--- config.mk ---
export PLATFORM = sky130hd
export DESIGN_NAME = spm_wb_ctrl_flat
export DESIGN_NICKNAME = d
export VERILOG_FILES = /design/src/rtl/spm_wb_ctrl_if.sv /design/src/rtl/spm_wb_ctrl.sv /design/src/flat_wrapper.sv
export SDC_FILE = /design/constraint.sdc
export NUM_CORES = 1
export LEC_CHECK = 0
export ABC_AREA = 0
export BUFFER_PORTS_ARGS = -buffer_cell sky130_fd_sc_hd__buf_2
export CAP_MARGIN = 20
export CORE_MARGIN = 3
export CORE_UTILIZATION = 45
export DETAILED_ROUTE_END_ITERATION = 7
export MAX_ROUTING_LAYER = met4
export PLACE_DENSITY = 0.69
export SLEW_MARGIN = 25
export SYNTH_ARGS = -nofsm -noshare
export SYNTH_HDL_FRONTEND = slang
export SYNTH_SLANG_ARGS = --single-unit
--- constraint.sdc ---
create_clock -name clk -period 2.4 [get_ports clk]
set_clock_uncertainty 0.1 [all_clocks]
set_input_delay 0.24 -clock clk [delete_from_list [all_inputs] [get_ports clk]]
set_output_delay 0.24 -clock clk [all_outputs]
set_load 0.005 [all_outputs]
--- src/rtl/spm_wb_ctrl_if.sv ---
// Wishbone slave bus bundle for the SPM register window.
// Handshake: a request is stb & cyc; the slave answers with a single-cycle
// ack one cycle after the request is first seen, with read data valid in that
// ack cycle. The master may keep stb high during the ack cycle without
// starting a second transfer.
interface spm_wb_ctrl_if;
  logic        wbs_stb_i;
  logic        wbs_cyc_i;
  logic        wbs_we_i;
  logic [3:0]  wbs_sel_i;
  logic [31:0] wbs_adr_i;
  logic [31:0] wbs_dat_i;
  logic        wbs_ack_o;
  logic [31:0] wbs_dat_o;

  modport master (
    output wbs_stb_i, wbs_cyc_i, wbs_we_i, wbs_sel_i, wbs_adr_i, wbs_dat_i,
    input  wbs_ack_o, wbs_dat_o
  );

  modport slave (
    input  wbs_stb_i, wbs_cyc_i, wbs_we_i, wbs_sel_i, wbs_adr_i, wbs_dat_i,
    output wbs_ack_o, wbs_dat_o
  );
endinterface

--- src/rtl/spm_wb_ctrl.sv ---
// Wishbone register front-end for the serial-parallel multiplier (spm_top).
// Optional interrupt output and CTRL.IE bit are enabled by SPM_WB_CTRL_IRQ_EN.
module spm_wb_ctrl #(
  parameter logic [31:0] BASE_ADDR = 32'h3000_0000,
  parameter logic [31:0] ADDR_MASK = 32'hFFFF_FFE0
) (
  input  logic        clk,
  input  logic        rst_n,
  spm_wb_ctrl_if.slave wb,
  output logic [31:0] spm_mc,
  output logic [31:0] spm_mp,
  output logic        spm_start,
  input  logic        spm_done,
  input  logic [63:0] spm_prod,
  output logic [1:0]  dbg_state
`ifdef SPM_WB_CTRL_IRQ_EN
  ,
  output logic        irq
`endif
);

  typedef enum logic [1:0] {
    S_IDLE = 2'd0,
    S_BUSY = 2'd1,
    S_DONE = 2'd2
  } state_t;

  state_t      state;
  logic        ack_q;
  logic [31:0] dat_q;
  logic [31:0] mc, mp, prod_lo, prod_hi, cycles;
  logic        done, ovr, ie;

  logic        hit, req, wr, busy, ctrl_wr, go, fin;
  logic        done_w1c, ovr_set, ovr_w1c, done_nxt;
  logic [2:0]  off;
  logic [31:0] rd_data;
  logic        unused_adr;

  assign hit      = (wb.wbs_adr_i & ADDR_MASK) == BASE_ADDR;
  assign req      = wb.wbs_stb_i & wb.wbs_cyc_i & hit & ~ack_q;
  assign wr       = req & wb.wbs_we_i;
  assign off      = wb.wbs_adr_i[4:2];
  assign busy     = (state == S_BUSY);
  assign ctrl_wr  = wr & (off == 3'd2) & wb.wbs_sel_i[0];
  assign go       = ctrl_wr & wb.wbs_dat_i[0] & ~busy;
  assign fin      = busy & spm_done;
  assign done_w1c = ctrl_wr & wb.wbs_dat_i[2];
  assign ovr_w1c  = ctrl_wr & wb.wbs_dat_i[3];
  assign ovr_set  = busy & wr & ((off == 3'd0) | (off == 3'd1) |
                                 (ctrl_wr & wb.wbs_dat_i[0]));
  // A completing multiply sets DONE even if the same write tries to clear it.
  assign done_nxt = fin | (done & ~(done_w1c | go));
  assign unused_adr = ^wb.wbs_adr_i[1:0];

  assign wb.wbs_ack_o = ack_q;
  assign wb.wbs_dat_o = dat_q;
  assign spm_mc       = mc;
  assign spm_mp       = mp;
  assign dbg_state    = state;

  function automatic logic [31:0] merge_bytes(input logic [31:0] old_v,
                                              input logic [31:0] new_v,
                                              input logic [3:0]  sel);
    logic [31:0] r;
    r = old_v;
    for (int i = 0; i < 4; i++) begin
      if (sel[i]) r[8*i +: 8] = new_v[8*i +: 8];
    end
    return r;
  endfunction

  always_comb begin
    rd_data = 32'h0;
    case (off)
      3'd0: rd_data = mc;
      3'd1: rd_data = mp;
      3'd2: rd_data = {27'h0, ie, ovr, done, busy, 1'b0};
      3'd3: rd_data = prod_lo;
      3'd4: rd_data = prod_hi;
      3'd5: rd_data = cycles;
      default: rd_data = 32'h0;
    endcase
  end

`ifdef SPM_WB_CTRL_IRQ_EN
  logic ie_nxt;
  assign ie_nxt = ctrl_wr ? wb.wbs_dat_i[4] : ie;

  always_ff @(posedge clk or negedge rst_n) begin
    if (!rst_n) begin
      ie  <= 1'b0;
      irq <= 1'b0;
    end else begin
      ie  <= ie_nxt;
      irq <= ie_nxt & done_nxt;
    end
  end
`else
  assign ie = 1'b0;
`endif

  always_ff @(posedge clk or negedge rst_n) begin
    if (!rst_n) begin
      state     <= S_IDLE;
      spm_start <= 1'b0;
      ack_q     <= 1'b0;
      dat_q     <= 32'h0;
      mc        <= 32'h0;
      mp        <= 32'h0;
      prod_lo   <= 32'h0;
      prod_hi   <= 32'h0;
      cycles    <= 32'h0;
      done      <= 1'b0;
      ovr       <= 1'b0;
    end else begin
      ack_q <= req;
      if (req) dat_q <= rd_data;

      if (wr && !busy && off == 3'd0) mc <= merge_bytes(mc, wb.wbs_dat_i, wb.wbs_sel_i);
      if (wr && !busy && off == 3'd1) mp <= merge_bytes(mp, wb.wbs_dat_i, wb.wbs_sel_i);

      if (fin) begin
        prod_lo <= spm_prod[31:0];
        prod_hi <= spm_prod[63:32];
      end

      done <= done_nxt;

      if (ovr_set)      ovr <= 1'b1;
      else if (ovr_w1c) ovr <= 1'b0;

      // The count includes the cycle in which spm_done is seen.
      if (go)                                cycles <= 32'h0;
      else if (busy && cycles != 32'hFFFF_FFFF) cycles <= cycles + 32'd1;

      case (state)
        S_IDLE: begin
          if (go) begin
            state     <= S_BUSY;
            spm_start <= 1'b1;
          end
        end
        S_BUSY: begin
          if (spm_done) begin
            state     <= S_DONE;
            spm_start <= 1'b0;
          end
        end
        S_DONE: begin
          if (go) begin
            state     <= S_BUSY;
            spm_start <= 1'b1;
          end else if (done_w1c) begin
            state <= S_IDLE;
          end
        end
        default: begin
          state     <= S_IDLE;
          spm_start <= 1'b0;
        end
      endcase
    end
  end

endmodule

--- src/flat_wrapper.sv ---
// flat-port wrapper written by rule: the top's interface ports become plain ports
module spm_wb_ctrl_flat 
#(
  parameter logic [31:0] BASE_ADDR = 32'h3000_0000,
  parameter logic [31:0] ADDR_MASK = 32'hFFFF_FFE0
)
  (clk, rst_n, spm_mc, spm_mp, spm_start, spm_done, spm_prod, dbg_state, wb_wbs_stb_i, wb_wbs_cyc_i, wb_wbs_we_i, wb_wbs_sel_i, wb_wbs_adr_i, wb_wbs_dat_i, wb_wbs_ack_o, wb_wbs_dat_o);
  spm_wb_ctrl_if wb_i ();
  input  logic clk;
  input  logic rst_n;
  output logic [31:0] spm_mc;
  output logic [31:0] spm_mp;
  output logic spm_start;
  input  logic spm_done;
  input  logic [63:0] spm_prod;
  output logic [1:0] dbg_state;
  input wire logic [$bits(wb_i.wbs_stb_i)-1:0] wb_wbs_stb_i;
  input wire logic [$bits(wb_i.wbs_cyc_i)-1:0] wb_wbs_cyc_i;
  input wire logic [$bits(wb_i.wbs_we_i)-1:0] wb_wbs_we_i;
  input wire logic [$bits(wb_i.wbs_sel_i)-1:0] wb_wbs_sel_i;
  input wire logic [$bits(wb_i.wbs_adr_i)-1:0] wb_wbs_adr_i;
  input wire logic [$bits(wb_i.wbs_dat_i)-1:0] wb_wbs_dat_i;
  output wire logic [$bits(wb_i.wbs_ack_o)-1:0] wb_wbs_ack_o;
  output wire logic [$bits(wb_i.wbs_dat_o)-1:0] wb_wbs_dat_o;
  assign wb_i.wbs_stb_i = wb_wbs_stb_i;
  assign wb_i.wbs_cyc_i = wb_wbs_cyc_i;
  assign wb_i.wbs_we_i = wb_wbs_we_i;
  assign wb_i.wbs_sel_i = wb_wbs_sel_i;
  assign wb_i.wbs_adr_i = wb_wbs_adr_i;
  assign wb_i.wbs_dat_i = wb_wbs_dat_i;
  assign wb_wbs_ack_o = wb_i.wbs_ack_o;
  assign wb_wbs_dat_o = wb_i.wbs_dat_o;
  spm_wb_ctrl #(.BASE_ADDR(BASE_ADDR), .ADDR_MASK(ADDR_MASK)) u_core (.clk(clk), .rst_n(rst_n), .wb(wb_i), .spm_mc(spm_mc), .spm_mp(spm_mp), .spm_start(spm_start), .spm_done(spm_done), .spm_prod(spm_prod), .dbg_state(dbg_state));
endmodule
==> results.md <==
- Post-synthesis mux area share: 22.9%
- RSZ-0062 raised after global routing: no
- Fraction of layout cells with a size suffix above 1: 43.9%
- Max rail drop VDD: 0.449 mV
- Setup CP Type: flip-flop to flip-flop
- Multi-input gate area: 0.00417 mm^2
- Switching Fraction: 22.6%
- Crit end category: flip-flop
- Clock buffer depth: 2
- Synth Flop Type: dfrtp_1
- Initial antenna violation count: 1
- DR vias/cell: 5.50
- Reg-to-Reg Start: u_core.cycles[0]$_DFFE_PN0P_
- DRT antenna net count: 0
- Largest family of logic cells by synthesized area: multiplexers
- Post-synth cell types: 53
- Hold Path Stages: 2
- Cells along the critical path: ha_2 > nand3_2 > or4_4 > or4b_4 > or3_1 > a21oi_1
- Placer congestion estimate: 0.849
- Total area of sequential cells: 0.00495 mm^2
- Final max-slew violation count: 0
- Area grow syn2layout: 37.8%
- Post-layout util: 64.3%
- Grt ovf: 0
- Pint: 5110 uW
- Max-cap check violation count: 0
- Largest area contributor in the netlist: dfrtp_1
- Fin cells: 1423
- NetSw: 1490 uW
- Rows: 51
- Worst Hold Class: input port to flip-flop
- Post-Synth Simple-Gate Area: 12.0%
- Cell area after synthesis: 0.00930 mm^2
- Die Wd: 150 um
- Max H-tree Level: 4
- First-pass GRT wire length: 43400 um
- Hold_sp: wb_wbs_dat_i[3]
- TritonRoute pass-1 iters: 5
- Residual DRC count: 0
- Synth Warn #: 0
- Clk slew on worst S/H paths: 0.07 ns
- Status: complete, no violations
- CTS tree: yes
- Clk sinks: 198
- Vias in the first global route: 7863
- Placeable Area: 0.0199 mm^2
- Initial Utilization: 46.7%
- Count of buffers from port buffering: 235
- Hold Crit Endpoint: u_core.spm_mc[3]$_DFFE_PN0P_
- Register bit total from synthesis: 198
- Min cycle time layout: 2.26 ns
- Clock network fraction of design power: 41.8%
- HPWL after detailed placement: 19000 um
- FFs w/ async S/R, synth: 100%
- Number of flops mapped to enable cells by yosys: 0
- Max FO, Critical Path: 6
- Critical path startpoint category: flip-flop
- Comb pwr share: 7.7%
- Synth area leaders: dfrtp_1 (53%), mux2_2 (16%), mux4_2 (4.4%), o21ai_0 (3.2%), nand2_1 (2.8%)
- Fin crit share: 94.3%
- Worst-Margin Slew: 0.946 ns
- Clock Latency Late Sink: 0.43 ns
- CTS buffer count: 17
- Flop2flop setup slack: 0.14 ns
- Routed wire length: 27800 um
- Post-Syn Nets: 905
- XOR/XNOR share of the synthesized area: 0.471%
- Reg2Reg Depth: 6
- Seq pwr share: 50.6%
- I/O Pins: 238
- Compound-gate portion of the synthesized area: 9.04%
- Die height: 150 um
- Power Total: 6600 uW
- DR WL/cell: 19.5 um
- Final-report setup violation count: 0
- # placed instances: 1292
- Adder-Cell Fraction of Synth Area: 0.135%
- GR Util All Layers: 25.8%
- Fmax: 0.442 GHz
- Root buf cell: clkbuf_16
- Sequential-to-total area share from yosys stat: 53.3%
- Power Density: 515 mW/mm^2
- Leakage: 0.00644 uW
- DR iter-0 viols: 443
- CP peak stage delay: 0.57 ns
- Reg-to-Reg End: u_core.cycles[28]$_DFFE_PN0P_
- Largest net degree at the start of global routing: 67
- CP Data Arrival Time: 2.52 ns
- Synth Instances: 766
- # fillers: 1599
- Nets: 1283
- Share of the synthesized area in the top cell type: 53.3%
- Hold Fails Final Rpt: 0
- Slowest-stage cell, CP: or4b_4
- Mapped Avg Cell Area: 12.1 um^2
- Crit path required time: 2.65 ns
- Die area: 0.0224 mm^2
- Via count: 7827
- Max_slew headroom: 36.9%
-- state kept, by name (all words and copies together), names as in the netlist --
register,flops
u_core.prod_lo,32
u_core.prod_hi,32
u_core.spm_start,1
u_core.wb.wbs_dat_o,32
u_core.wb.wbs_ack_o,1
u_core.ovr,1
u_core.spm_mc,32
u_core.done,1
u_core.cycles,32
u_core.spm_mp,32
u_core.dbg_state,2
-- worst max path at each step --
stage,from,to
after floorplan,u_core.cycles[0]$_DFFE_PN0P_,u_core.cycles[26]$_DFFE_PN0P_
after global placement,wb_wbs_adr_i[6],u_core.spm_mc[20]$_DFFE_PN0P_
after detailed placement,wb_wbs_adr_i[6],u_core.spm_mc[21]$_DFFE_PN0P_
after CTS,u_core.wb.wbs_ack_o$_DFF_PN0_,u_core.spm_mc[3]$_DFFE_PN0P_
after global routing,u_core.wb.wbs_ack_o$_DFF_PN0_,u_core.spm_mp[17]$_DFFE_PN0P_
final,u_core.cycles[0]$_DFFE_PN0P_,u_core.cycles[28]$_DFFE_PN0P_
-- routing by layer --
layer	part of all wire (%)	up-vias	global-route usage, %
met3	6.7	34	5.60
li1	-	3619	-
met4	1.6	0	6.68
met1	44	3905	34.6
met2	48	269	40.5
met5	0	-	-
-- layout by cell type (no fill, tap or decap), types with 12 or more instances in the layout --
cell type | synthesis | routed
buf_4 | 1 | 68
or3_1 | 16 | 16
dlygate4sd3_1 | 0 | 97
nand4_1 | 12 | 12
dfrtp_1 | 198 | 198
a21oi_1 | 29 | 29
buf_2 | 6 | 234
o21ai_0 | 60 | 60
nor2_1 | 25 | 25
mux2_2 | 131 | 131
mux2i_1 | 25 | 25
a22oi_1 | 18 | 18
mux4_2 | 18 | 18
nand3_1 | 14 | 14
clkbuf_16 | 0 | 17
nand2_1 | 70 | 69
-- synthesized netlist by cell type, types with 6 or more instances --
cell / number
a21oi_1: 29
a22oi_1: 18
buf_2: 6
clkbuf_1: 35
dfrtp_1: 198
mux2_2: 131
mux2i_1: 25
mux4_2: 18
nand2_1: 70
nand3_1: 14
nand4_1: 12
nor2_1: 25
nor4_1: 7
nor4_2: 8
nor4bb_1: 7
o211ai_1: 6
o21ai_0: 60
o31ai_1: 7
or3_1: 16
or4_1: 6
-- critical path: cells and delay by family, from the launching register on --
family | cells | cell delay (ns)
simple gates | 4 | 1.40
flops | 1 | 0.36
fa+ha+maj | 1 | 0.19
compound gates | 1 | 0.13
-- power groups by stage --
stage | clock network [uW] | logic [uW] | registers, uW
detailed placement | 0 | 382 | 3400
global route | 2950 | 552 | 3330
floorplan | 0 | 124 | 3400
CTS | 2820 | 507 | 3340
global placement | 0 | 378 | 3400
finish | 2760 | 506 | 3340
-- through the flow --
stage	hold WS (ns)	area, um^2	TNS (ns)	setup slack, ns
after floorplan	-0.156	9310	-0.161	-0.0536
after CTS	0.00112	12800	0	0.0420
after global routing	0.0218	12800	0	0.00763
final	0.0316	12800	0	0.137
after global placement	0.138	11300	0	0.0194
after detailed placement	0.141	11300	-0.127	-0.0152
-- cells by family (layout without fill, tap and decap cells) --
logic type | count (synthesis) | after routing
other cells | 0 | 2
xor+xnor | 5 | 5
flops | 198 | 198
fa+ha+maj | 1 | 1
compound gates | 140 | 140
mux | 174 | 174
simple gates | 199 | 199
buf+inv | 49 | 439
-- what timing repair did --
action	in CTS	in global routing
pin swaps	0	1
setup buffers	0	1
hold endpoints to repair	177	0
endpoints found under the setup margin	3	67
hold buffers	97	0
resized for setup	1	3
-- layout make-up --
class	count	share of cell area (%)
Antenna cell	2	0.0391
Sequential cell	198	38.7
Multi-Input combinational cell	519	32.5
Inverter	2	0.0586
Tap cell	265	2.59
Clock inverter	7	0.567
Clock buffer	24	3.76
Timing Repair Buffer	406	21.8
Power figures use the tool's default switching activity.
